--- config.mk ---
export PLATFORM = sky130hd
export DESIGN_NAME = cnn_frame_sequencer
export DESIGN_NICKNAME = d
export VERILOG_FILES = /design/src/rtl/cnn_frame_sequencer.sv
export SDC_FILE = /design/constraint.sdc
export NUM_CORES = 1
export LEC_CHECK = 0
export ABC_CLOCK_PERIOD_IN_PS = 1900
export CORE_MARGIN = 5
export CORE_UTILIZATION = 47
export CTS_BUF_LIST = sky130_fd_sc_hd__clkbuf_4 sky130_fd_sc_hd__clkbuf_8 sky130_fd_sc_hd__clkbuf_16
export DETAILED_ROUTE_END_ITERATION = 10
export PLACE_DENSITY = 0.87
export RECOVER_POWER = 100
export REMOVE_ABC_BUFFERS = 1
export SYNTH_ARGS = -nofsm -noshare
export SYNTH_HDL_FRONTEND = slang
export SYNTH_SLANG_ARGS = --single-unit
--- constraint.sdc ---
create_clock -name clk -period 1.9 [get_ports clk]
set_input_delay 0.475 -clock clk [delete_from_list [all_inputs] [get_ports clk]]
set_output_delay 0.475 -clock clk [all_outputs]
set_load 0.01 [all_outputs]
--- src/rtl/cnn_frame_sequencer.sv ---
// Frame sequencer for a 32x32 CNN core: launches a frame, forwards pixels with one-cycle
// latency, then waits (bounded) for the core result and holds it until consumed.
`timescale 1ns/1ps
module cnn_frame_sequencer #(
    parameter int NUM_PIXELS     = 1024,
    parameter int TIMEOUT_CYCLES = 4096
) (
    input  logic               clk,
    input  logic               rst,
    input  logic               en,
    input  logic               abort,
    input  logic               s_valid,
    input  logic [7:0]         s_data,
    output logic               s_ready,
    output logic               cnn_start,
    output logic               cnn_pixel_valid,
    output logic [7:0]         cnn_pixel,
    input  logic               cnn_result_valid,
    input  logic signed [47:0] cnn_result,
    output logic               res_valid,
    input  logic               res_ready,
    output logic signed [47:0] res_data,
    output logic [7:0]         res_frame_id,
    output logic               busy,
    output logic               timeout_err
);
    localparam int PW = $clog2(NUM_PIXELS + 1);
    localparam int TW = $clog2(TIMEOUT_CYCLES + 1);
    localparam logic [PW-1:0] LAST_PIX = PW'(NUM_PIXELS - 1);
    localparam logic [TW-1:0] LAST_TMO = TW'(TIMEOUT_CYCLES - 1);

    typedef enum logic [1:0] {IDLE, START, STREAM, WAIT_RES} state_t;

    state_t             state_q, state_d;
    logic [PW-1:0]      pix_cnt_q, pix_cnt_d;
    logic [TW-1:0]      tmo_cnt_q, tmo_cnt_d;
    logic [7:0]         frame_cnt_q, frame_cnt_d;
    logic               cnn_start_q, cnn_start_d;
    logic               cnn_pixel_valid_q, cnn_pixel_valid_d;
    logic [7:0]         cnn_pixel_q, cnn_pixel_d;
    logic               res_valid_q, res_valid_d;
    logic signed [47:0] res_data_q, res_data_d;
    logic [7:0]         res_frame_id_q, res_frame_id_d;
    logic               timeout_err_q, timeout_err_d;

    assign s_ready         = (state_q == STREAM);
    assign busy            = (state_q != IDLE);
    assign cnn_start       = cnn_start_q;
    assign cnn_pixel_valid = cnn_pixel_valid_q;
    assign cnn_pixel       = cnn_pixel_q;
    assign res_valid       = res_valid_q;
    assign res_data        = res_data_q;
    assign res_frame_id    = res_frame_id_q;
    assign timeout_err     = timeout_err_q;

    always_comb begin
        state_d           = state_q;
        pix_cnt_d         = pix_cnt_q;
        tmo_cnt_d         = tmo_cnt_q;
        frame_cnt_d       = frame_cnt_q;
        cnn_start_d       = 1'b0;
        cnn_pixel_valid_d = 1'b0;
        cnn_pixel_d       = cnn_pixel_q;
        res_valid_d       = res_valid_q;
        res_data_d        = res_data_q;
        res_frame_id_d    = res_frame_id_q;
        timeout_err_d     = timeout_err_q;

        if (res_valid_q && res_ready) begin
            res_valid_d = 1'b0;
        end

        // Abort wins over everything but leaves the held result and frame numbering alone.
        if (abort) begin
            state_d   = IDLE;
            pix_cnt_d = '0;
            tmo_cnt_d = '0;
        end else begin
            case (state_q)
                IDLE: begin
                    if (en && s_valid && !res_valid_q) begin
                        state_d     = START;
                        cnn_start_d = 1'b1;
                        pix_cnt_d   = '0;
                    end
                end
                START: begin
                    state_d = STREAM;
                end
                STREAM: begin
                    if (s_valid) begin
                        cnn_pixel_valid_d = 1'b1;
                        cnn_pixel_d       = s_data;
                        pix_cnt_d         = pix_cnt_q + PW'(1);
                        if (pix_cnt_q == LAST_PIX) begin
                            state_d   = WAIT_RES;
                            tmo_cnt_d = '0;
                        end
                    end
                end
                WAIT_RES: begin
                    // A result arriving on the timeout cycle is still captured.
                    if (cnn_result_valid) begin
                        res_valid_d    = 1'b1;
                        res_data_d     = cnn_result;
                        res_frame_id_d = frame_cnt_q;
                        frame_cnt_d    = frame_cnt_q + 8'd1;
                        state_d        = IDLE;
                    end else if (tmo_cnt_q == LAST_TMO) begin
                        timeout_err_d = 1'b1;
                        state_d       = IDLE;
                    end else begin
                        tmo_cnt_d = tmo_cnt_q + TW'(1);
                    end
                end
                default: begin
                    state_d = IDLE;
                end
            endcase
        end
    end

    always_ff @(posedge clk) begin
        if (!rst) begin
            state_q           <= IDLE;
            pix_cnt_q         <= '0;
            tmo_cnt_q         <= '0;
            frame_cnt_q       <= '0;
            cnn_start_q       <= 1'b0;
            cnn_pixel_valid_q <= 1'b0;
            cnn_pixel_q       <= '0;
            res_valid_q       <= 1'b0;
            res_data_q        <= '0;
            res_frame_id_q    <= '0;
            timeout_err_q     <= 1'b0;
        end else begin
            state_q           <= state_d;
            pix_cnt_q         <= pix_cnt_d;
            tmo_cnt_q         <= tmo_cnt_d;
            frame_cnt_q       <= frame_cnt_d;
            cnn_start_q       <= cnn_start_d;
            cnn_pixel_valid_q <= cnn_pixel_valid_d;
            cnn_pixel_q       <= cnn_pixel_d;
            res_valid_q       <= res_valid_d;
            res_data_q        <= res_data_d;
            res_frame_id_q    <= res_frame_id_d;
            timeout_err_q     <= timeout_err_d;
        end
    end
endmodule
Word level (Yosys, flattened, before mapping)
Cells that the tools add are included.
{"block": "classes", "n_addsub": 3, "eq_ne": 11, "muxes": 20, "bitwise_logic": 5, "reduce_logical": 17}
{"cell": "$mux 13", "n": 4}
{"cell": "$pmux 13 s2", "n": 1}
{"cell": "$mux 11", "n": 2}
{"cell": "$pmux 11 s2", "n": 1}
{"cell": "$add 13x1->13 const B", "n": 1}
{"cell": "$eq 13x12->1 const B", "n": 1}
{"cell": "$add 11x1->11 const B", "n": 1}
{"cell": "$eq 11x10->1 const B", "n": 1}
{"cell": "$mux 2", "n": 5}
{"cell": "$reduce_and 3->1", "n": 3}
{"cell": "$add 8x1->8 const B", "n": 1}
{"cell": "$ne 2x2->1 const B", "n": 4}
{"cell": "$pmux 2 s4", "n": 1}
{"cell": "$reduce_and 4->1", "n": 2}
{"cell": "$mux 1", "n": 6}
{"cell": "$reduce_bool 2->1", "n": 3}
{"cell": "$reduce_or 3->1", "n": 2}
{"cell": "$not 1->1", "n": 5}
{"cell": "$reduce_and 5->1", "n": 1}
{"cell": "$eq 2x2->1 const B", "n": 2}
{"cell": "$logic_and 1x1->1", "n": 3}
{"cell": "$ne 3x3->1 const B", "n": 1}
{"cell": "$eq 2x1->1 const B", "n": 1}
{"cell": "$logic_not 2->1", "n": 1}
{"cell": "other kinds (3)", "n": 3}
{"block": "word_totals", "reg_bits": 102, "inputBits": 63, "out_inout_bits": 70, "wordCells": 67}

Depth between registers and ports, before layout
{"block": "logic_depth", "word_depth": 5, "depth_mapped": 8, "depth_no_buf": 7}

Worst setup path before layout
Ideal clock, no wire load.
{"block": "synth_timing", "path_kind": "register to register", "startpoint": "reg state_q[0]", "endpoint": "reg pix_cnt_q[6]", "setup_time_ns": 0.135, "arrival_time_ns": 1.684, "t_required_ns": 1.765, "slack_ns": 0.081, "stages_incl_launch_ff": 9, "path_buffers": 1, "synth_period_minus_slack_ns": 1.819, "path_cell_list": "dfxtp_1 > inv_1 > ha_1 > buf_6 > o21ai_0 > a2111oi_2 > nand3_1 > xor2_1 > nor2_1"}
{"block": "synth_via", "elab_chain_len": 3, "elab_cells_between_ends": 7, "classes_between": "3 x eq/ne; 1 x mux; 3 x reduce/logical"}
{"element": "start: declaration", "line_no": "34", "text": "state_t state_q, state_d;"}
{"element": "start signal: assignment", "line_no": "137", "text": "state_q <= state_d;"}
{"element": "$eq 2x2->1 (*)"}
{"element": "net s_ready", "line_no": "14", "text": "output logic s_ready,"}
{"element": "$ne 2x2->1 (no line) / $reduce_bool 2->1 (equally long branches)"}
{"element": "$reduce_and 3->1 (no line)"}
{"element": "end signal: assignment", "line_no": "138", "text": "pix_cnt_q <= pix_cnt_d;"}
{"element": "end: declaration", "line_no": "35", "text": "logic [PW-1:0] pix_cnt_q, pix_cnt_d;"}
The timed path passes the listed nets; every way through them passes the cells marked *.
A chain may end at the register's enable or synchronous reset.

Worst setup path after layout
{"block": "layout_timing", "startpoint": "in s_valid", "endpoint": "reg tmo_cnt_q[3]"}
{"block": "layout_via", "elab_chain_len": 2}
{"element": "start: declaration", "line_no": "12", "text": "input logic s_valid,"}
{"element": "$ne 2x2->1 (no line)"}
{"element": "$reduce_and 5->1 (no line)"}
{"element": "end signal: assignment", "line_no": "139", "text": "tmo_cnt_q <= tmo_cnt_d;"}
{"element": "end: declaration", "line_no": "36", "text": "logic [TW-1:0] tmo_cnt_q, tmo_cnt_d;"}
No other way between the ends.

==> results.md <==
* Run status: complete, no violations
* TritonCTS clock tree: done
* Final hold violation count at 0
* Layout cells sized above 1 at 0.1158
* Final WL at 11780 um
* Number of core rows at 35
* CP Capture Type: flop
* HP Start: tmo_cnt_q[12]$_SDFFE_PP0P_
* Synth Register Bits at slightly above 100
* Slowest stage delay, CP at 570 ps
* Die W at 105.8 um
* Peak supply drop at 0.3922 mV
* Final worst path period need at about 1900 ps
* Seq/Total Area, Yosys at 0.4735
* Die area at around 11000 um^2
* Layout Skew at 15.96 ps
* CP Cell Sequence: clkdlybuf4s50_1, inv_1, nor3_4, a31oi_4, or4_1, a31oi_1
* Startpoint Class: primary input
* Hold Path Class: flop to flop
* Switch share at 0.2415
* Req. time, crit path at 2200 ps
* IO Port Bufs at 132
* Vias at 4047
* Most used DFF post-synth: dfxtp_1
* Antenna diode count at 0
* Layout filler cell count at approximately 710
* Most common cell after layout, fill and taps aside: nand2_1
* Finished Cell Area at 6181 um^2
* Worst Path Max Fanout at 5
* Routed length per placed instance at between 15 and 20 um
* Placed Instance Area at 5901 um^2
* Register share of total power at 0.574
* Unique masters post-synth at slightly above 50
* Area of the multi-input gates at approximately 2100 um^2
* Leakage at around 0.0021 uW
* Area Overhead vs Synth at 43.31%
* Clock slew at reported path FFs at between 100 and 150 ps
* Clock sink total at ~100
* Inserted Clock Buffers at 9
* Switching Power at 900.5 uW
* GPL Wtd Cong at 0.9079
* EDFF count, synth at 0
* Post-layout net count at 730
* Gr usage total at 0.2062
* Slew at the pin with the worst max-slew slack at 415.8 ps
* Clk buf depth at 2
* Max cap viols at 0
* Mean post-synth cell area at between 8 and 9 um^2
* Setup TNS Final at 0 ps
* Routed Antenna Nets at 0
* Fin. max-slew vios at 0
* Clock power share at 0.362
* Initial antenna violation count at 0
* Slew margin rel. at 0.7223
* Internal power at 2828 uW
* Most frequent cells in the layout: 148 x nand2_1, 129 x clkdlybuf4s50_1, 98 x dfxtp_1
* Drt first pass iters at 4
* Final period utilization at 0.9984
* Flip-flop and latch area at 2049 um^2
* Clock latency on the worst-skew pair at between 300 and 400 ps
* CTS Root Buffer Type: clkbuf_8
* PwrDens at 603.3 nW/um^2
* GRT overflow at 0
* Post-synthesis cell area at 4313 um^2
* Fmax at 527.2 MHz
* Final setup vio count at 0
* H-Tree Depth at 3
* Vias in the first global route at 4066
* WP data arrival at 2200 ps
* DRC at 0
* FFs w/ async S/R, synth at 0
* Slowest-stage cell, CP: clkdlybuf4s50_1
* Crit Path Category: primary input to flop
* Logic gate share of total power at 0.064
* Crit path from: s_valid
* Ys Warns at 0
* Largest net degree at the start of global routing at 50
* Chip height at 105.8 um
* DPL Wire Length at 8802 um
* IO Pins at 133
* Reg-to-Reg Start: state_q[1]$_SDFFE_PP0P_
* Global-route wire length before repair at 18770 um
* DR vias/cell at about 5.2
* 1st-iter DRT viols at roughly 160
* Hold bufs inserted after CTS at 0
* Starting Density at 0.4735
* Core footprint at 9109 um^2
* Gate Count Post-Synth at between 500 and 600
[cell usage after synthesis (2+ instances only)]
| cell | instances | area share |
|---|---|---|
| nand3b_1 | 2 | 0.0035 |
| dfxtp_1 | 102 | 0.47 |
| nand4_1 | 11 | 0.016 |
| clkbuf_8 | 3 | 0.0096 |
| or4_1 | 2 | 0.0035 |
| a21oi_1 | 15 | 0.017 |
| a21boi_0 | 66 | 0.11 |
| nor3_1 | 7 | 0.0081 |
| and4_2 | 2 | 0.0046 |
| buf_2 | 5 | 0.0058 |
| xnor2_1 | 8 | 0.016 |
| and2_1 | 7 | 0.010 |
| xor2_1 | 8 | 0.016 |
| o22ai_1 | 2 | 0.0029 |
| nand2b_1 | 5 | 0.0073 |
| nand3_1 | 15 | 0.017 |
| o21a_1 | 2 | 0.0035 |
| a31oi_1 | 4 | 0.0058 |
| inv_1 | 8 | 0.0070 |
| nand2_1 | 148 | 0.13 |
| o21ai_0 | 6 | 0.0070 |
| a22oi_1 | 2 | 0.0035 |
| ha_1 | 7 | 0.020 |
| and3_1 | 3 | 0.0044 |
| clkbuf_1 | 17 | 0.015 |
| nand4b_1 | 3 | 0.0061 |
| nor2_1 | 24 | 0.021 |
[routing by layer]
metal	global-route usage	wire length, um	vias up
met4	0.07123	261	0
met5	0	0	-
met3	0.07900	916	24
met2	0.3739	6190	123
met1	0.2172	4406	1882
li1	-	-	2018
[power groups by stage]
stage	sequential (uW)	combinational, uW	clock, uW
finish	2140	240	1350
detailed placement	2190	237	0
global placement	2190	233	0
CTS	2140	238	1390
floorplan	2190	51.2	0
global route	2140	257	1490
[sequential cells by signal, indices dropped and copies added (netlist names)]
name and flops:
res_data 48, tmo_cnt_q 13, pix_cnt_q 11, cnn_pixel 8, frame_cnt_q 8, res_frame_id 8, state_q 2, cnn_pixel_valid 1
cnn_start 1, res_valid 1, timeout_err 1
[critical path: cells and delay by family]
| kind | cells | cell delay [ps] |
|---|---|---|
| and+or+nand+nor | 2 | 720 |
| buffers and inverters | 2 | 700 |
| AOI/OAI and AO/OA | 2 | 300 |
[final timing paths]
path | end | slack (ps) | cells past startpoint
max | tmo_cnt_q[3]$_SDFFE_PP0P_ | 3 | 6
min reg2reg | tmo_cnt_q[12]$_SDFFE_PP0P_ | 450 | 2
max reg2reg | tmo_cnt_q[3]$_SDFFE_PP0P_ | 50 | 6
min | tmo_cnt_q[12]$_SDFFE_PP0P_ | 450 | 2
[repair_timing]
action	4_1_cts	5_1_grt
endpoints found under the setup margin	2	11
pin swaps	0	4
gates resized for setup	7	10
setup buffers	0	5
[area by class of cell]
cell class              instances  area share
clock buffers                  10     0.02126
repair buffers                169      0.2636
clock inverters                 6    0.009717
inverters                       8    0.004858
flip-flops and latches        102      0.3316
multi-input cells             370      0.3466
well taps                     111     0.02247
[metrics by stage]
stage                     utilization  std cells  hold slack, ps  worst slack (ps)  total power [uW]
after floorplan                     -        480           417.5             -1539              2242
after global placement         0.6478        755           431.0            -268.0              2423
after detailed placement       0.6478        755           434.2            -347.9              2428
after CTS                      0.6702        771           448.8             19.71              3773
after global routing           0.6786        776           471.9            -18.28              3889
final                          0.6786        776           451.2             3.080              3729
[logic make-up (layout without fill, tap and decap cells)]
group / Yosys count / in the layout / synth area share
AOI/OAI and AO/OA: 109 / 109 / 0.1804
muxes: 1 / 1 / 0.002321
and+or+nand+nor: 237 / 237 / 0.2486
xor gates and xnor gates: 16 / 16 / 0.03249
buffers and inverters: 36 / 193 / 0.04235
adders and majority gates: 7 / 7 / 0.02031
DFF: 102 / 102 / 0.4735
No activity file was read; power rests on OpenSTA's default activity.
